==> config.mk <==
export PLATFORM = sky130hd
export DESIGN_NAME = core_lsu_flat
export DESIGN_NICKNAME = d
export VERILOG_FILES = /design/src/rtl/core_lsu_if.sv /design/src/rtl/core_lsu.sv /design/src/flat_wrapper.sv
export SDC_FILE = /design/constraint.sdc
export NUM_CORES = 1
export LEC_CHECK = 0
export CORE_ASPECT_RATIO = 1.5
export CORE_MARGIN = 5
export CORE_UTILIZATION = 30
export CTS_CLUSTER_SIZE = 28
export DETAILED_ROUTE_END_ITERATION = 8
export PLACE_DENSITY = 0.65
export SLEW_MARGIN = 25
export SYNTH_ARGS = -nofsm -noshare
export SYNTH_HDL_FRONTEND = slang
export SYNTH_SLANG_ARGS = --single-unit
export TNS_END_PERCENT = 50
==> constraint.sdc <==
create_clock -name clk -period 7.43 [get_ports clk]
set_input_delay 0.743 -clock clk [delete_from_list [all_inputs] [get_ports clk]]
set_output_delay 0.743 -clock clk [all_outputs]
set_load 0.01 [all_outputs]
==> src/rtl/core_lsu_if.sv <==
// core_lsu_if: core request/writeback and data-memory handshakes of the load/store unit
interface core_lsu_if #(
   parameter int data_width_p = 32,
   parameter int addr_width_p = 32,
   parameter int rd_width_p   = 6
) ();
   logic                    req_valid_i;
   logic                    req_ready_o;
   logic                    req_wen_i;
   logic                    req_byte_i;
   logic [addr_width_p-1:0] req_addr_i;
   logic [data_width_p-1:0] req_data_i;
   logic [rd_width_p-1:0]   req_rd_i;
   logic                    resp_valid_o;
   logic                    resp_yumi_i;
   logic [data_width_p-1:0] resp_data_o;
   logic [rd_width_p-1:0]   resp_rd_o;
   logic                    mem_valid_o;
   logic                    mem_wen_o;
   logic                    mem_byte_not_word_o;
   logic [addr_width_p-1:0] mem_addr_o;
   logic [data_width_p-1:0] mem_wdata_o;
   logic                    mem_yumi_i;
   logic                    mem_valid_i;
   logic [data_width_p-1:0] mem_rdata_i;
   logic                    mem_yumi_o;
   modport slave (
      input  req_valid_i, req_wen_i, req_byte_i, req_addr_i, req_data_i, req_rd_i,
      input  resp_yumi_i, mem_yumi_i, mem_valid_i, mem_rdata_i,
      output req_ready_o, resp_valid_o, resp_data_o, resp_rd_o,
      output mem_valid_o, mem_wen_o, mem_byte_not_word_o, mem_addr_o, mem_wdata_o, mem_yumi_o
   );
   modport master (
      output req_valid_i, req_wen_i, req_byte_i, req_addr_i, req_data_i, req_rd_i,
      output resp_yumi_i, mem_yumi_i, mem_valid_i, mem_rdata_i,
      input  req_ready_o, resp_valid_o, resp_data_o, resp_rd_o,
      input  mem_valid_o, mem_wen_o, mem_byte_not_word_o, mem_addr_o, mem_wdata_o, mem_yumi_o
   );
endinterface

==> src/rtl/core_lsu.sv <==
// core_lsu: in-order load/store unit with up to max_outstanding_p requests in flight
module core_lsu #(
   parameter int data_width_p       = 32,
   parameter int addr_width_p       = 32,
   parameter int rd_width_p         = 6,
   parameter int max_outstanding_p  = 2,
   parameter int sign_extend_byte_p = 0
) (
   input  logic                                   clk,
   input  logic                                   reset,
   core_lsu_if.slave                              bus,
   output logic [$clog2(max_outstanding_p+1)-1:0] outstanding_o,
   output logic                                   busy_o,
   output logic                                   err_o
);
   localparam int cw_lp = $clog2(max_outstanding_p + 1);
   localparam int pw_lp = (max_outstanding_p > 1) ? $clog2(max_outstanding_p) : 1;

   logic                    r_pend, r_wen, r_byte, r_err;
   logic [addr_width_p-1:0] r_addr;
   logic [data_width_p-1:0] r_data;
   logic [cw_lp-1:0]        r_count;
   logic [pw_lp-1:0]        r_wptr, r_rptr;
   logic                    r_fifo_load [max_outstanding_p];
   logic                    r_fifo_byte [max_outstanding_p];
   logic [rd_width_p-1:0]   r_fifo_rd   [max_outstanding_p];
   logic                    w_accept, w_retire, w_empty, w_head_load, w_head_byte, w_sext;

   assign w_empty     = (r_count == '0);
   assign w_head_load = r_fifo_load[r_rptr];
   assign w_head_byte = r_fifo_byte[r_rptr];
   assign w_sext      = (sign_extend_byte_p != 0) && bus.mem_rdata_i[7];
   assign w_accept    = bus.req_valid_i && bus.req_ready_o;
   assign w_retire    = bus.mem_valid_i && bus.mem_yumi_o && !w_empty;

   assign bus.req_ready_o         = !r_pend && (r_count < cw_lp'(max_outstanding_p));
   assign bus.mem_valid_o         = r_pend;
   assign bus.mem_wen_o           = r_wen;
   assign bus.mem_byte_not_word_o = r_byte;
   assign bus.mem_addr_o          = r_addr;
   assign bus.mem_wdata_o         = r_data;
   assign outstanding_o           = r_count;
   assign busy_o                  = !w_empty;
   assign err_o                   = r_err;

   // Response steering: stores retire silently, loads wait for the core to take the writeback
   always_comb begin
      bus.resp_valid_o = !w_empty && w_head_load && bus.mem_valid_i;
      bus.mem_yumi_o   = (!w_empty && w_head_load) ? (bus.mem_valid_i && bus.resp_yumi_i) : bus.mem_valid_i;
      bus.resp_rd_o    = r_fifo_rd[r_rptr];
      bus.resp_data_o  = w_head_byte ? {{(data_width_p-8){w_sext}}, bus.mem_rdata_i[7:0]} : bus.mem_rdata_i;
   end

   // Request stage: holds one memory request stable until the memory accepts it
   always_ff @(posedge clk or posedge reset) begin
      if (reset) begin
         r_pend <= 1'b0;
         r_wen  <= 1'b0;
         r_byte <= 1'b0;
         r_addr <= '0;
         r_data <= '0;
      end else if (w_accept) begin
         r_pend <= 1'b1;
         r_wen  <= bus.req_wen_i;
         r_byte <= bus.req_byte_i;
         r_addr <= bus.req_addr_i;
         r_data <= bus.req_data_i;
      end else if (bus.mem_yumi_i) begin
         r_pend <= 1'b0;
      end
   end

   // Tracking FIFO: remembers kind and destination of each in-flight request in issue order
   always_ff @(posedge clk or posedge reset) begin
      if (reset) begin
         r_wptr <= '0;
         r_rptr <= '0;
         for (int i = 0; i < max_outstanding_p; i++) begin
            r_fifo_load[i] <= 1'b0;
            r_fifo_byte[i] <= 1'b0;
            r_fifo_rd[i]   <= '0;
         end
      end else begin
         if (w_accept) begin
            r_fifo_load[r_wptr] <= !bus.req_wen_i;
            r_fifo_byte[r_wptr] <= bus.req_byte_i;
            r_fifo_rd[r_wptr]   <= bus.req_rd_i;
            r_wptr <= (r_wptr == pw_lp'(max_outstanding_p - 1)) ? '0 : r_wptr + 1'b1;
         end
         if (w_retire)
            r_rptr <= (r_rptr == pw_lp'(max_outstanding_p - 1)) ? '0 : r_rptr + 1'b1;
      end
   end

   // Outstanding count and sticky error for responses nobody asked for
   always_ff @(posedge clk or posedge reset) begin
      if (reset) begin
         r_count <= '0;
         r_err   <= 1'b0;
      end else begin
         if (w_accept && !w_retire) r_count <= r_count + 1'b1;
         else if (w_retire && !w_accept) r_count <= r_count - 1'b1;
         if (bus.mem_valid_i && w_empty) r_err <= 1'b1;
      end
   end
endmodule
==> src/flat_wrapper.sv <==
// flat-port wrapper written by rule: the top's interface ports become plain ports
module core_lsu_flat 
#(
   parameter int data_width_p       = 32,
   parameter int addr_width_p       = 32,
   parameter int rd_width_p         = 6,
   parameter int max_outstanding_p  = 2,
   parameter int sign_extend_byte_p = 0
)
  (clk, reset, outstanding_o, busy_o, err_o, bus_req_valid_i, bus_req_wen_i, bus_req_byte_i, bus_req_addr_i, bus_req_data_i, bus_req_rd_i, bus_resp_yumi_i, bus_mem_yumi_i, bus_mem_valid_i, bus_mem_rdata_i, bus_req_ready_o, bus_resp_valid_o, bus_resp_data_o, bus_resp_rd_o, bus_mem_valid_o, bus_mem_wen_o, bus_mem_byte_not_word_o, bus_mem_addr_o, bus_mem_wdata_o, bus_mem_yumi_o);
  core_lsu_if #(.data_width_p(data_width_p), .addr_width_p(addr_width_p), .rd_width_p(rd_width_p)) bus_i ();
  input  logic clk;
  input  logic reset;
  output logic [$clog2(max_outstanding_p+1)-1:0] outstanding_o;
  output logic busy_o;
  output logic err_o;
  input wire logic [$bits(bus_i.req_valid_i)-1:0] bus_req_valid_i;
  input wire logic [$bits(bus_i.req_wen_i)-1:0] bus_req_wen_i;
  input wire logic [$bits(bus_i.req_byte_i)-1:0] bus_req_byte_i;
  input wire logic [$bits(bus_i.req_addr_i)-1:0] bus_req_addr_i;
  input wire logic [$bits(bus_i.req_data_i)-1:0] bus_req_data_i;
  input wire logic [$bits(bus_i.req_rd_i)-1:0] bus_req_rd_i;
  input wire logic [$bits(bus_i.resp_yumi_i)-1:0] bus_resp_yumi_i;
  input wire logic [$bits(bus_i.mem_yumi_i)-1:0] bus_mem_yumi_i;
  input wire logic [$bits(bus_i.mem_valid_i)-1:0] bus_mem_valid_i;
  input wire logic [$bits(bus_i.mem_rdata_i)-1:0] bus_mem_rdata_i;
  output wire logic [$bits(bus_i.req_ready_o)-1:0] bus_req_ready_o;
  output wire logic [$bits(bus_i.resp_valid_o)-1:0] bus_resp_valid_o;
  output wire logic [$bits(bus_i.resp_data_o)-1:0] bus_resp_data_o;
  output wire logic [$bits(bus_i.resp_rd_o)-1:0] bus_resp_rd_o;
  output wire logic [$bits(bus_i.mem_valid_o)-1:0] bus_mem_valid_o;
  output wire logic [$bits(bus_i.mem_wen_o)-1:0] bus_mem_wen_o;
  output wire logic [$bits(bus_i.mem_byte_not_word_o)-1:0] bus_mem_byte_not_word_o;
  output wire logic [$bits(bus_i.mem_addr_o)-1:0] bus_mem_addr_o;
  output wire logic [$bits(bus_i.mem_wdata_o)-1:0] bus_mem_wdata_o;
  output wire logic [$bits(bus_i.mem_yumi_o)-1:0] bus_mem_yumi_o;
  assign bus_i.req_valid_i = bus_req_valid_i;
  assign bus_i.req_wen_i = bus_req_wen_i;
  assign bus_i.req_byte_i = bus_req_byte_i;
  assign bus_i.req_addr_i = bus_req_addr_i;
  assign bus_i.req_data_i = bus_req_data_i;
  assign bus_i.req_rd_i = bus_req_rd_i;
  assign bus_i.resp_yumi_i = bus_resp_yumi_i;
  assign bus_i.mem_yumi_i = bus_mem_yumi_i;
  assign bus_i.mem_valid_i = bus_mem_valid_i;
  assign bus_i.mem_rdata_i = bus_mem_rdata_i;
  assign bus_req_ready_o = bus_i.req_ready_o;
  assign bus_resp_valid_o = bus_i.resp_valid_o;
  assign bus_resp_data_o = bus_i.resp_data_o;
  assign bus_resp_rd_o = bus_i.resp_rd_o;
  assign bus_mem_valid_o = bus_i.mem_valid_o;
  assign bus_mem_wen_o = bus_i.mem_wen_o;
  assign bus_mem_byte_not_word_o = bus_i.mem_byte_not_word_o;
  assign bus_mem_addr_o = bus_i.mem_addr_o;
  assign bus_mem_wdata_o = bus_i.mem_wdata_o;
  assign bus_mem_yumi_o = bus_i.mem_yumi_o;
  core_lsu #(.data_width_p(data_width_p), .addr_width_p(addr_width_p), .rd_width_p(rd_width_p), .max_outstanding_p(max_outstanding_p), .sign_extend_byte_p(sign_extend_byte_p)) u_core (.clk(clk), .reset(reset), .bus(bus_i), .outstanding_o(outstanding_o), .busy_o(busy_o), .err_o(err_o));
endmodule
==> results of run 1 <==
## cells by family after synthesis
logic type	after synthesis
multiplexers	89
XOR/XNOR	4
AND/OR/NAND/NOR	34
adder cells (fa/ha/maj)	1
AO/OA/AOI/OAI	8
buffers and inverters	25
flip-flops	88
## power by group through the flow
| stage | Clock, mW | Sequential, mW | Combinational, mW |
|---|---|---|---|
| 6_report | 0.483 | 0.861 | 1.30 |
| 5_1_grt | 0.522 | 0.896 | 1.39 |
| 4_1_cts | 0.500 | 0.863 | 1.33 |
| 3_5_place_dp | 0 | 0.872 | 1.32 |
| 3_3_place_gp | 0 | 0.856 | 1.30 |
| 2_1_floorplan | 0 | 0.938 | 0.531 |
## final timing paths
check | startpoint | end | slack [ns] | cells after the start
max | u_core.r_rptr | bus_resp_data_o[10] | 4.18 | 3
min | u_core.err_o | u_core.err_o | 0.46 | 1
max reg2reg | u_core.outstanding_o[1] | u_core.outstanding_o[1] | 5.38 | 7
min reg2reg | u_core.err_o | u_core.err_o | 0.46 | 1
max in group asynchronous | reset | u_core.bus.mem_addr_o[21] | 5.83 | 3
min in group asynchronous | reset | u_core.bus.mem_addr_o[26] | 0.63 | 2
## cell type report
class | instances | area share, %
Sequential cell | 88 | 35.8
Timing Repair Buffer | 207 | 33.8
Multi-Input combinational cell | 136 | 21.8
Clock buffer | 9 | 3.66
Tap cell | 153 | 3.11
Clock inverter | 7 | 1.54
Inverter | 5 | 0.325
## synthesized netlist by cell type
library cell,n
nor2_1,5
inv_1,5
xnor2_1,2
clkbuf_1,3
mux2_2,79
o21ai_0,4
mux2_4,7
buf_2,6
and2_1,24
a21o_1,1
nand4bb_1,1
dfrtp_1,88
buf_6,3
nand2_1,1
buf_4,8
or3b_1,1
o31ai_1,1
o21bai_1,1
mux2i_1,3
xor2_1,2
nor2b_1,1
nor2_4,1
ha_1,1
o31a_1,1
## stage by stage
stage | hold WS, ns | setup WS [ns]
final | 0.461 | 4.18
after global routing | 0.479 | 4.01
after CTS | 0.463 | 3.87
after detailed placement | 0.448 | 4.25
after global placement | 0.445 | 4.40
after floorplan | 0.463 | 4.41
## layer usage
metal | vias up | track usage [%]
met2 | 92 | 26.0
met1 | 1279 | 15.3
li1 | 1234 | -
met3 | 20 | 3.31
met4 | 0 | 7.28
met5 | - | 0
## flip-flops by register name, indices dropped and copies added (netlist names)
name                            flops
u_core.r_wptr                       1
u_core.bus.mem_wdata_o             32
u_core.bus.mem_addr_o              32
u_core.r_fifo_load                  2
u_core.outstanding_o                2
u_core.r_rptr                       1
u_core.bus.mem_wen_o                1
u_core.r_fifo_rd                   12
u_core.err_o                        1
u_core.r_fifo_byte                  2
u_core.bus.mem_valid_o              1
u_core.bus.mem_byte_not_word_o      1
==> impl_metrics.csv, run 1 <==
group,metric,value,unit
route,avgRoutedWirePerCell,17.3,um
die,num_io_pins,222,
power_and_ir_drop,p_seq_share,32.5,%
final_layout,num_antenna_cells,0,
clock_network,numClockSinks,88,
sta,slew_viol_final,0,
final_layout,fillCellCount,1109,
worst_setup_path,worst-endpoint-required,6.69,ns
clock_network,clkSlewWorstSetupHoldPaths,0.06,ns
sta,finalCriticalPeriod,3.25,ns
final_layout,drive_gt1_share,23.9,%
die,die_width,101,um
route,drc,0,
synth,postSynthNetCount,360,
synth,netlist-cell-type-count,24,
final_layout,post-route-util,51.2,%
route,met2RoutedLength,5910,um
clock_network,root_buffer,"clkbuf_16",
run_status,outcome,"complete, no violations",
synth,synth_xor_area_share,0.949,%
synth,netlist.top_cell.by_area,"dfrtp_1",
global_route,grt_antenna_before_repair,0,
synth,post_synthesis_adder_cell_area_fraction,0.339,%
global_route,grt_start_max_net_pins,79,
route,ant_nets,0,
route,detail_route.wirelength,10500,um
global_route,grt_use_total,14.4,%
sta,fmax,308,MHz
final_layout,most-common-layout-cells,"205 x clkdlybuf4s50_1, 88 x dfrtp_1, 79 x mux2_2, 24 x and2_1, 9 x clkbuf_16",
worst_setup_path,arrival,2.51,ns
power_and_ir_drop,switching_share,30.4,%
synth,syn_area_cell,14.8,um^2
synth,synthesis.yosys.warnings,0,
die,initial_core_util,30.7,%
worst_setup_path,library_cell_contributing_the_largest_single_delay_on_the_critical_path,"mux2i_2",
die,core_region_area,12000,um^2
route,met1Wirelength,3690,um
final_layout,instances_no_fill,605,
place,globalplace.congestion,0.751,
power_and_ir_drop,p_leak,2.56,nW
die,die_ht,146,um
clock_network,cts_resized,0,
clock_network,clk_latency,0.34,ns
route,initialDrtViolationCount,49,
synth,yosys-top-cells-area,"dfrtp_1 60%, mux2_2 24%, and2_1 4.1%, mux2_4 2.8%, buf_4 1.6%",
route,topRoutingLayerUsed,"met4",
flow_run,maxCapViolations,0,
route,drt-vias-per-instance,4.34,
worst_setup_path,cp_cell_sequence,"mux2i_2 > and2_1 > clkdlybuf4s50_1",
die,core.rowCount,49,
worst_setup_path,setup.worst_path.end_class,"output port",
power_and_ir_drop,pwr_density_cell,430,nW/um^2
worst_setup_path,critical_path_start_end_classification,"reg2out",
global_route,first_global_vias,2930,
global_route,first_pass_grt_wire_length,16300,um
synth,synth_top_family_by_area,"multiplexers",
final_layout,multi_input_area,1340,um^2
synth,synth.cell_area,3690,um^2
final_layout,flip_flop_and_latch_area,2200,um^2
clock_network,numCtsBuffers,9,
sta,grt_setup_unrepaired,"false",
route,vias,2625,
clock_network,holdBufCountCts,0,
power_and_ir_drop,finalPower,2.65,mW
synth,synth_top_area_share,59.7,%
power_and_ir_drop,p_sw,0.805,mW
clock_network,clk_path_buf_depth,2,
route,first_pass_iters,4,
power_and_ir_drop,p_int,1.84,mW
sta,min_period_over_period,43.7,%
synth,synth_sequential_area_ratio,59.7,%
clock_network,postCtsSetupRepairBufs,0,
synth,simple_logic_cell_fraction_of_the_synthesized_area,5.70,%
clock_network,cts_tree,"yes",
final_layout,final_nets,558,
place,placedCellCount,589,
sta,tightest_slew,0.798,ns
die,dieArea,14700,um^2
sta,timing.final.hold_violations,0,
sta,worst_clock_skew,0.00907,ns
final_layout,layout_commonest_cell,"clkdlybuf4s50_1",
global_route,global_route.overflow_total,0,
route,met3WireLength,485,um
worst_setup_path,timing.critical_path.buf_inv,1,
synth,postSynthRegisterBits,88,
place,portBuffers,205,
synth,synth-compound-area-share,1.39,%
clock_network,number_of_levels_in_the_clock_h_tree,3,
sta,final.setup.tns,0,ns
place,dpl-instance-area,5830,um^2
power_and_ir_drop,combinationalPowerShare,49.2,%
final_layout,area.growth.synth_to_final,66.9,%
power_and_ir_drop,clock_power_share,18.3,%
power_and_ir_drop,vdd.ir_drop.worst,216,uV
worst_setup_path,start_kind,"flip-flop",
worst_setup_path,critical_path.max_fanout,24,
place,hpwl,8040,um
worst_setup_path,dominant_delay_contributor_by_cell_family_on_the_critical_path,"multiplexers",
synth,synth_mux_area_share,27.8,%
final_layout,finalInstanceArea,6160,um^2
sta,finalSetupViolations,0,
synth,synthCells,249,
sta,worst_slew_margin_rel,45.7,%
min_path,hold_path_class,"reg2reg",
worst_setup_path,critPathMaxStageDelay,0.75,ns
Note: power is estimated with default switching activity, not from simulation.
==> inputs of run 2 (changes only) <==
PLACE_DENSITY = 0.67   (was 0.65)
clock period = 2.9 ns   (was 7.43 ns; I/O delays follow)
==> run 2 against run 1 <==
Against the previous run: clock power increased by 120%; sequential share of layout area up 0.15 points; register-to-register slack worse by 4.3 ns; critical path type unchanged.
==> impl_metrics.csv, run 2 (synthesis results as in run 1) <==
group,metric,value,unit
run_status,outcome,"complete, no violations",
sta,timing.final.hold_violations,0,
final_layout,area.growth.synth_to_final,66.2,%
place,portBuffers,205,
worst_setup_path,setup.worst_path.end_class,"output port",
flow_run,maxCapViolations,0,
final_layout,layout_commonest_cell,"clkdlybuf4s50_1",
route,vias,2658,
sta,finalCriticalPeriod,2.42,ns
route,drc,0,
clock_network,cts_resized,0,
sta,grt_setup_unrepaired,"false",
sta,hold_slack,0.410,ns
place,placedCellCount,590,
clock_network,root_buffer,"clkbuf_16",
power_and_ir_drop,p_leak,2.54,nW
final_layout,most-common-layout-cells,"205 x clkdlybuf4s50_1, 88 x dfrtp_1, 79 x mux2_2, 24 x and2_1, 9 x clkbuf_16",
final_layout,fillCellCount,1094,
min_path,hold_path_class,"in2async",
sta,finalSetupViolations,0,
die,num_io_pins,222,
worst_setup_path,timing.critical_path.buf_inv,2,
sta,min_period_over_period,83.3,%
worst_setup_path,arrival,2.13,ns
sta,tightest_slew,0.787,ns
sta,fmax,414,MHz
sta,worst_slew_margin_rel,47.5,%
global_route,global_route.overflow_total,0,
global_route,first_global_vias,2949,
route,avgRoutedWirePerCell,16.5,um
sta,worst_clock_skew,0.00779,ns
place,globalplace.congestion,0.766,
route,initialDrtViolationCount,53,
die,initial_core_util,30.7,%
clock_network,number_of_levels_in_the_clock_h_tree,3,
route,drt-vias-per-instance,4.39,
clock_network,holdBufCountCts,0,
worst_setup_path,critPathMaxStageDelay,0.62,ns
clock_network,clkSlewWorstSetupHoldPaths,0.06,ns
die,die_ht,146,um
die,core_region_area,12000,um^2
die,dieArea,14700,um^2
worst_setup_path,critical_path.max_fanout,24,
place,hpwl,7770,um
worst_setup_path,dominant_delay_contributor_by_cell_family_on_the_critical_path,"buffers and inverters",
final_layout,num_antenna_cells,0,
worst_setup_path,cp_cell_sequence,"mux2i_1 > buf_4 > and2_1 > clkdlybuf4s50_1",
final_layout,instances_no_fill,606,
route,ant_nets,0,
clock_network,clk_path_buf_depth,2,
worst_setup_path,critical_path_start_end_classification,"reg2out",
final_layout,final_nets,559,
global_route,grt_start_max_net_pins,46,
final_layout,drive_gt1_share,23.6,%
clock_network,postCtsSetupRepairBufs,0,
clock_network,numCtsBuffers,9,
power_and_ir_drop,vdd.ir_drop.worst,416,uV
place,dpl-instance-area,5850,um^2
sta,slew_viol_final,0,
route,first_pass_iters,4,
route,detail_route.wirelength,10000,um
clock_network,cts_tree,"yes",
clock_network,numClockSinks,88,
worst_setup_path,library_cell_contributing_the_largest_single_delay_on_the_critical_path,"dfrtp_1",
clock_network,clk_latency,0.33,ns
sta,final.setup.tns,0,ns
global_route,grt_use_total,13.9,%
final_layout,finalInstanceArea,6130,um^2
global_route,first_pass_grt_wire_length,15900,um
die,die_width,101,um
worst_setup_path,start_kind,"flip-flop",
worst_setup_path,worst-endpoint-required,2.61,ns
global_route,grt_antenna_before_repair,0,
die,core.rowCount,49,
power_and_ir_drop,pwr_density_cell,1080,nW/um^2
## run 2: layout make-up
type / instances / area, um^2 / share of cell area [%]
Clock inverter: 5 / 40.0 / 0.653
Tap cell: 153 / 191 / 3.12
Multi-Input combinational cell: 136 / 1340 / 21.8
Sequential cell: 88 / 2200 / 35.9
Timing Repair Buffer: 208 / 2100 / 34.2
Clock buffer: 11 / 243 / 3.96
Inverter: 5 / 20.0 / 0.326
## run 2: report_power, final
group,internal [mW],switching (mW),leakage (nW)
Clock,0.610,0.474,0.129
Combinational,2.12,1.21,1.37
Sequential,1.86,0.354,1.04
Total,4.59,2.03,2.54
## run 2: final timing paths
| path | startpoint | slack, ns | cells after the start | endpoint |
|---|---|---|---|---|
| setup / recovery | u_core.r_rptr | 0.48 | 4 | bus_resp_data_o[29] |
| hold / removal | reset | 0.41 | 2 | u_core.bus.mem_addr_o[1] |
| setup reg to reg | u_core.outstanding_o[1] | 1.05 | 3 | u_core.r_fifo_byte[1] |
| hold reg to reg | u_core.err_o | 0.47 | 1 | u_core.err_o |
| max in group asynchronous | reset | 1.78 | 3 | u_core.bus.mem_addr_o[9] |
| min in group clk | u_core.err_o | 0.47 | 1 | u_core.err_o |
## run 2: per-stage QoR
| stage | util [%] | total power, mW | setup slack, ns |
|---|---|---|---|
| after floorplan | - | 3.76 | 0.331 |
| after global placement | 48.7 | 5.56 | 0.740 |
| after detailed placement | 48.7 | 5.63 | 0.713 |
| after CTS | 51.0 | 6.75 | 0.432 |
| after global routing | 51.0 | 7.04 | 0.345 |
| final | 51.0 | 6.62 | 0.483 |
## run 2: per-layer routing
layer / global-route usage, % / vias to the layer above / part of all wire [%]
li1: - / 1239 / -
met1: 14.9 / 1306 / 35
met2: 25.0 / 95 / 56
met3: 3.17 / 18 / 5.5
met4: 6.68 / 0 / 3.1
met5: 0 / - / 0
==> inputs of run 3 (changes only) <==
PLACE_DENSITY = 0.65   (was 0.67)
clock period = 2.5 ns   (was 2.9 ns; I/O delays follow)
==> run 3 against run 2 <==
Against the previous run: largest power group unchanged; sequential cell count unchanged; worst setup slack got worse by 0.22 ns; sequential share of layout area is 0.18 points lower; critical path depth is the same; highest routed layer unchanged; combinational power increased by 17%; cell area grew 0.49%; wire length grew 2.4%; count of clock-buffer cells in the layout grew 2; non-clock buffer count increased by 2; global-route usage about the same; register-to-register slack worse by 0.34 ns; clock skew is 0.0025 ns lower.
==> impl_metrics.csv, run 3 (synthesis results as in run 1) <==
group,metric,value,unit
clock_network,root_buffer,"clkbuf_16",
sta,finalCriticalPeriod,2.24,ns
worst_setup_path,arrival,1.99,ns
global_route,grt_use_total,13.9,%
sta,hold_slack,0.387,ns
power_and_ir_drop,pwr_density_cell,1270,nW/um^2
sta,min_period_over_period,89.6,%
sta,final.setup.tns,0,ns
place,portBuffers,205,
route,drt-vias-per-instance,4.33,
route,initialDrtViolationCount,54,
power_and_ir_drop,switching_share,30.0,%
worst_setup_path,dominant_delay_contributor_by_cell_family_on_the_critical_path,"buffers and inverters",
power_and_ir_drop,combinationalPowerShare,49.8,%
clock_network,clk_latency,0.33,ns
die,dieArea,14700,um^2
sta,tightest_slew,0.513,ns
final_layout,final_nets,561,
worst_setup_path,critical_path.max_fanout,24,
worst_setup_path,critPathMaxStageDelay,0.54,ns
final_layout,num_antenna_cells,0,
final_layout,post-route-util,51.3,%
worst_setup_path,setup.worst_path.end_class,"output port",
power_and_ir_drop,vdd.ir_drop.worst,685,uV
worst_setup_path,timing.critical_path.buf_inv,2,
power_and_ir_drop,p_sw,2.34,mW
worst_setup_path,start_kind,"flip-flop",
power_and_ir_drop,p_int,5.47,mW
sta,timing.final.hold_violations,0,
worst_setup_path,worst-endpoint-required,2.25,ns
clock_network,cts_resized,0,
route,drc,0,
worst_setup_path,library_cell_contributing_the_largest_single_delay_on_the_critical_path,"clkdlybuf4s50_1",
worst_setup_path,critical_path_start_end_classification,"reg2out",
sta,grt_setup_unrepaired,"false",
die,core_region_area,12000,um^2
clock_network,clk_path_buf_depth,2,
final_layout,instances_no_fill,607,
final_layout,layout_commonest_cell,"clkdlybuf4s50_1",
clock_network,clkSlewWorstSetupHoldPaths,0.06,ns
power_and_ir_drop,p_leak,2.56,nW
clock_network,postCtsSetupRepairBufs,0,
global_route,first_global_vias,2898,
die,num_io_pins,222,
final_layout,most-common-layout-cells,"205 x clkdlybuf4s50_1, 88 x dfrtp_1, 79 x mux2_2, 24 x and2_1, 9 x clkbuf_16",
global_route,global_route.overflow_total,0,
sta,worst_slack,0.261,ns
route,detail_route.wirelength,10200,um
place,hpwl,7900,um
sta,finalSetupViolations,0,
clock_network,numCtsBuffers,9,
final_layout,area.growth.synth_to_final,67.0,%
place,place_ws,0.529,ns
worst_setup_path,worst_r2r_startpoint,"u_core.r_rptr",
route,vias,2627,
route,avgRoutedWirePerCell,16.9,um
flow_run,maxCapViolations,0,
power_and_ir_drop,clock_power_share,17.6,%
global_route,grt_start_max_net_pins,89,
sta,slew_viol_final,0,
clock_network,number_of_levels_in_the_clock_h_tree,3,
clock_network,holdBufCountCts,0,
global_route,grt_antenna_before_repair,0,
route,ant_nets,0,
place,globalplace.congestion,0.796,
die,initial_core_util,30.7,%
sta,worst_slew_margin_rel,65.6,%
clock_network,cts_tree,"yes",
power_and_ir_drop,p_seq_share,32.6,%
final_layout,flip_flop_and_latch_area,2200,um^2
sta,fmax,447,MHz
final_layout,multi_input_area,1340,um^2
clock_network,numClockSinks,88,
run_status,outcome,"complete, no violations",
global_route,first_pass_grt_wire_length,15800,um
die,core.rowCount,49,
worst_setup_path,crit_startpoint,"u_core.r_rptr",
worst_setup_path,cp_cell_sequence,"mux2i_1 > buf_4 > and2_1 > clkdlybuf4s50_1",
final_layout,drive_gt1_share,23.8,%
route,first_pass_iters,4,
die,die_ht,146,um
min_path,hold_path_class,"in2async",
place,placedCellCount,592,
sta,worst_clock_skew,0.00527,ns
final_layout,fillCellCount,1067,
die,die_width,101,um
## run 3: changes by cell type in the layout (fill, tap and decap cells not counted)
cell,before,now
bufinv_16,0,1
clkinv_2,1,0
clkbuf_8,1,3
buf_12,2,1
inv_6,2,0
buf_4,1,4
clkinvlp_4,3,2
## run 3: cell type report
cell class | count | share of cell area [%]
Clock inverter | 2 | 0.609
Multi-Input combinational cell | 136 | 21.7
Inverter | 5 | 0.365
Clock buffer | 13 | 4.39
Tap cell | 153 | 3.11
Timing Repair Buffer | 210 | 34.1
Sequential cell | 88 | 35.7
## run 3: tightest hold or removal path, stage by stage
cell and delay [ns]:
clkdlybuf4s50_1 0.44, clkinvlp_4 0.10, buf_12 0.37
## run 3: path summary, 6_finish.rpt
check                                                  end  slack [ns]  cells after the start
worst min-delay path            u_core.bus.mem_wdata_o[21]        0.39                      3
worst max-delay path                   bus_resp_data_o[18]        0.26                      4
max in group asynchronous        u_core.bus.mem_addr_o[15]        1.72                      3
worst min register to register                u_core.err_o        0.47                      1
min in group clk                              u_core.err_o        0.47                      1
worst max register to register     u_core.outstanding_o[1]        0.71                      7
## run 3: per-layer routing
metal  track usage (%)  routed length (um)  vias to the layer above
met4              5.80                 253                        0
met5                 0                   0                        -
met1              14.6                3690                     1265
met3              3.93                 654                       22
li1                  -                   -                     1239
met2              25.3                5640                      101
## run 3: metrics by stage
stage	power (mW)	area [um^2]
finish	7.81	6160
global route	8.27	6160
CTS	7.95	6160
detailed placement	6.54	5850
global placement	6.44	5850
floorplan	4.37	3690
## run 3: power groups by stage
stage	Sequential [mW]	Combinational [mW]	Clock [mW]
after floorplan	2.79	1.58	0
after global placement	2.55	3.88	0
after detailed placement	2.58	3.96	0
after CTS	2.56	3.98	1.42
after global routing	2.65	4.17	1.46
final	2.55	3.89	1.38
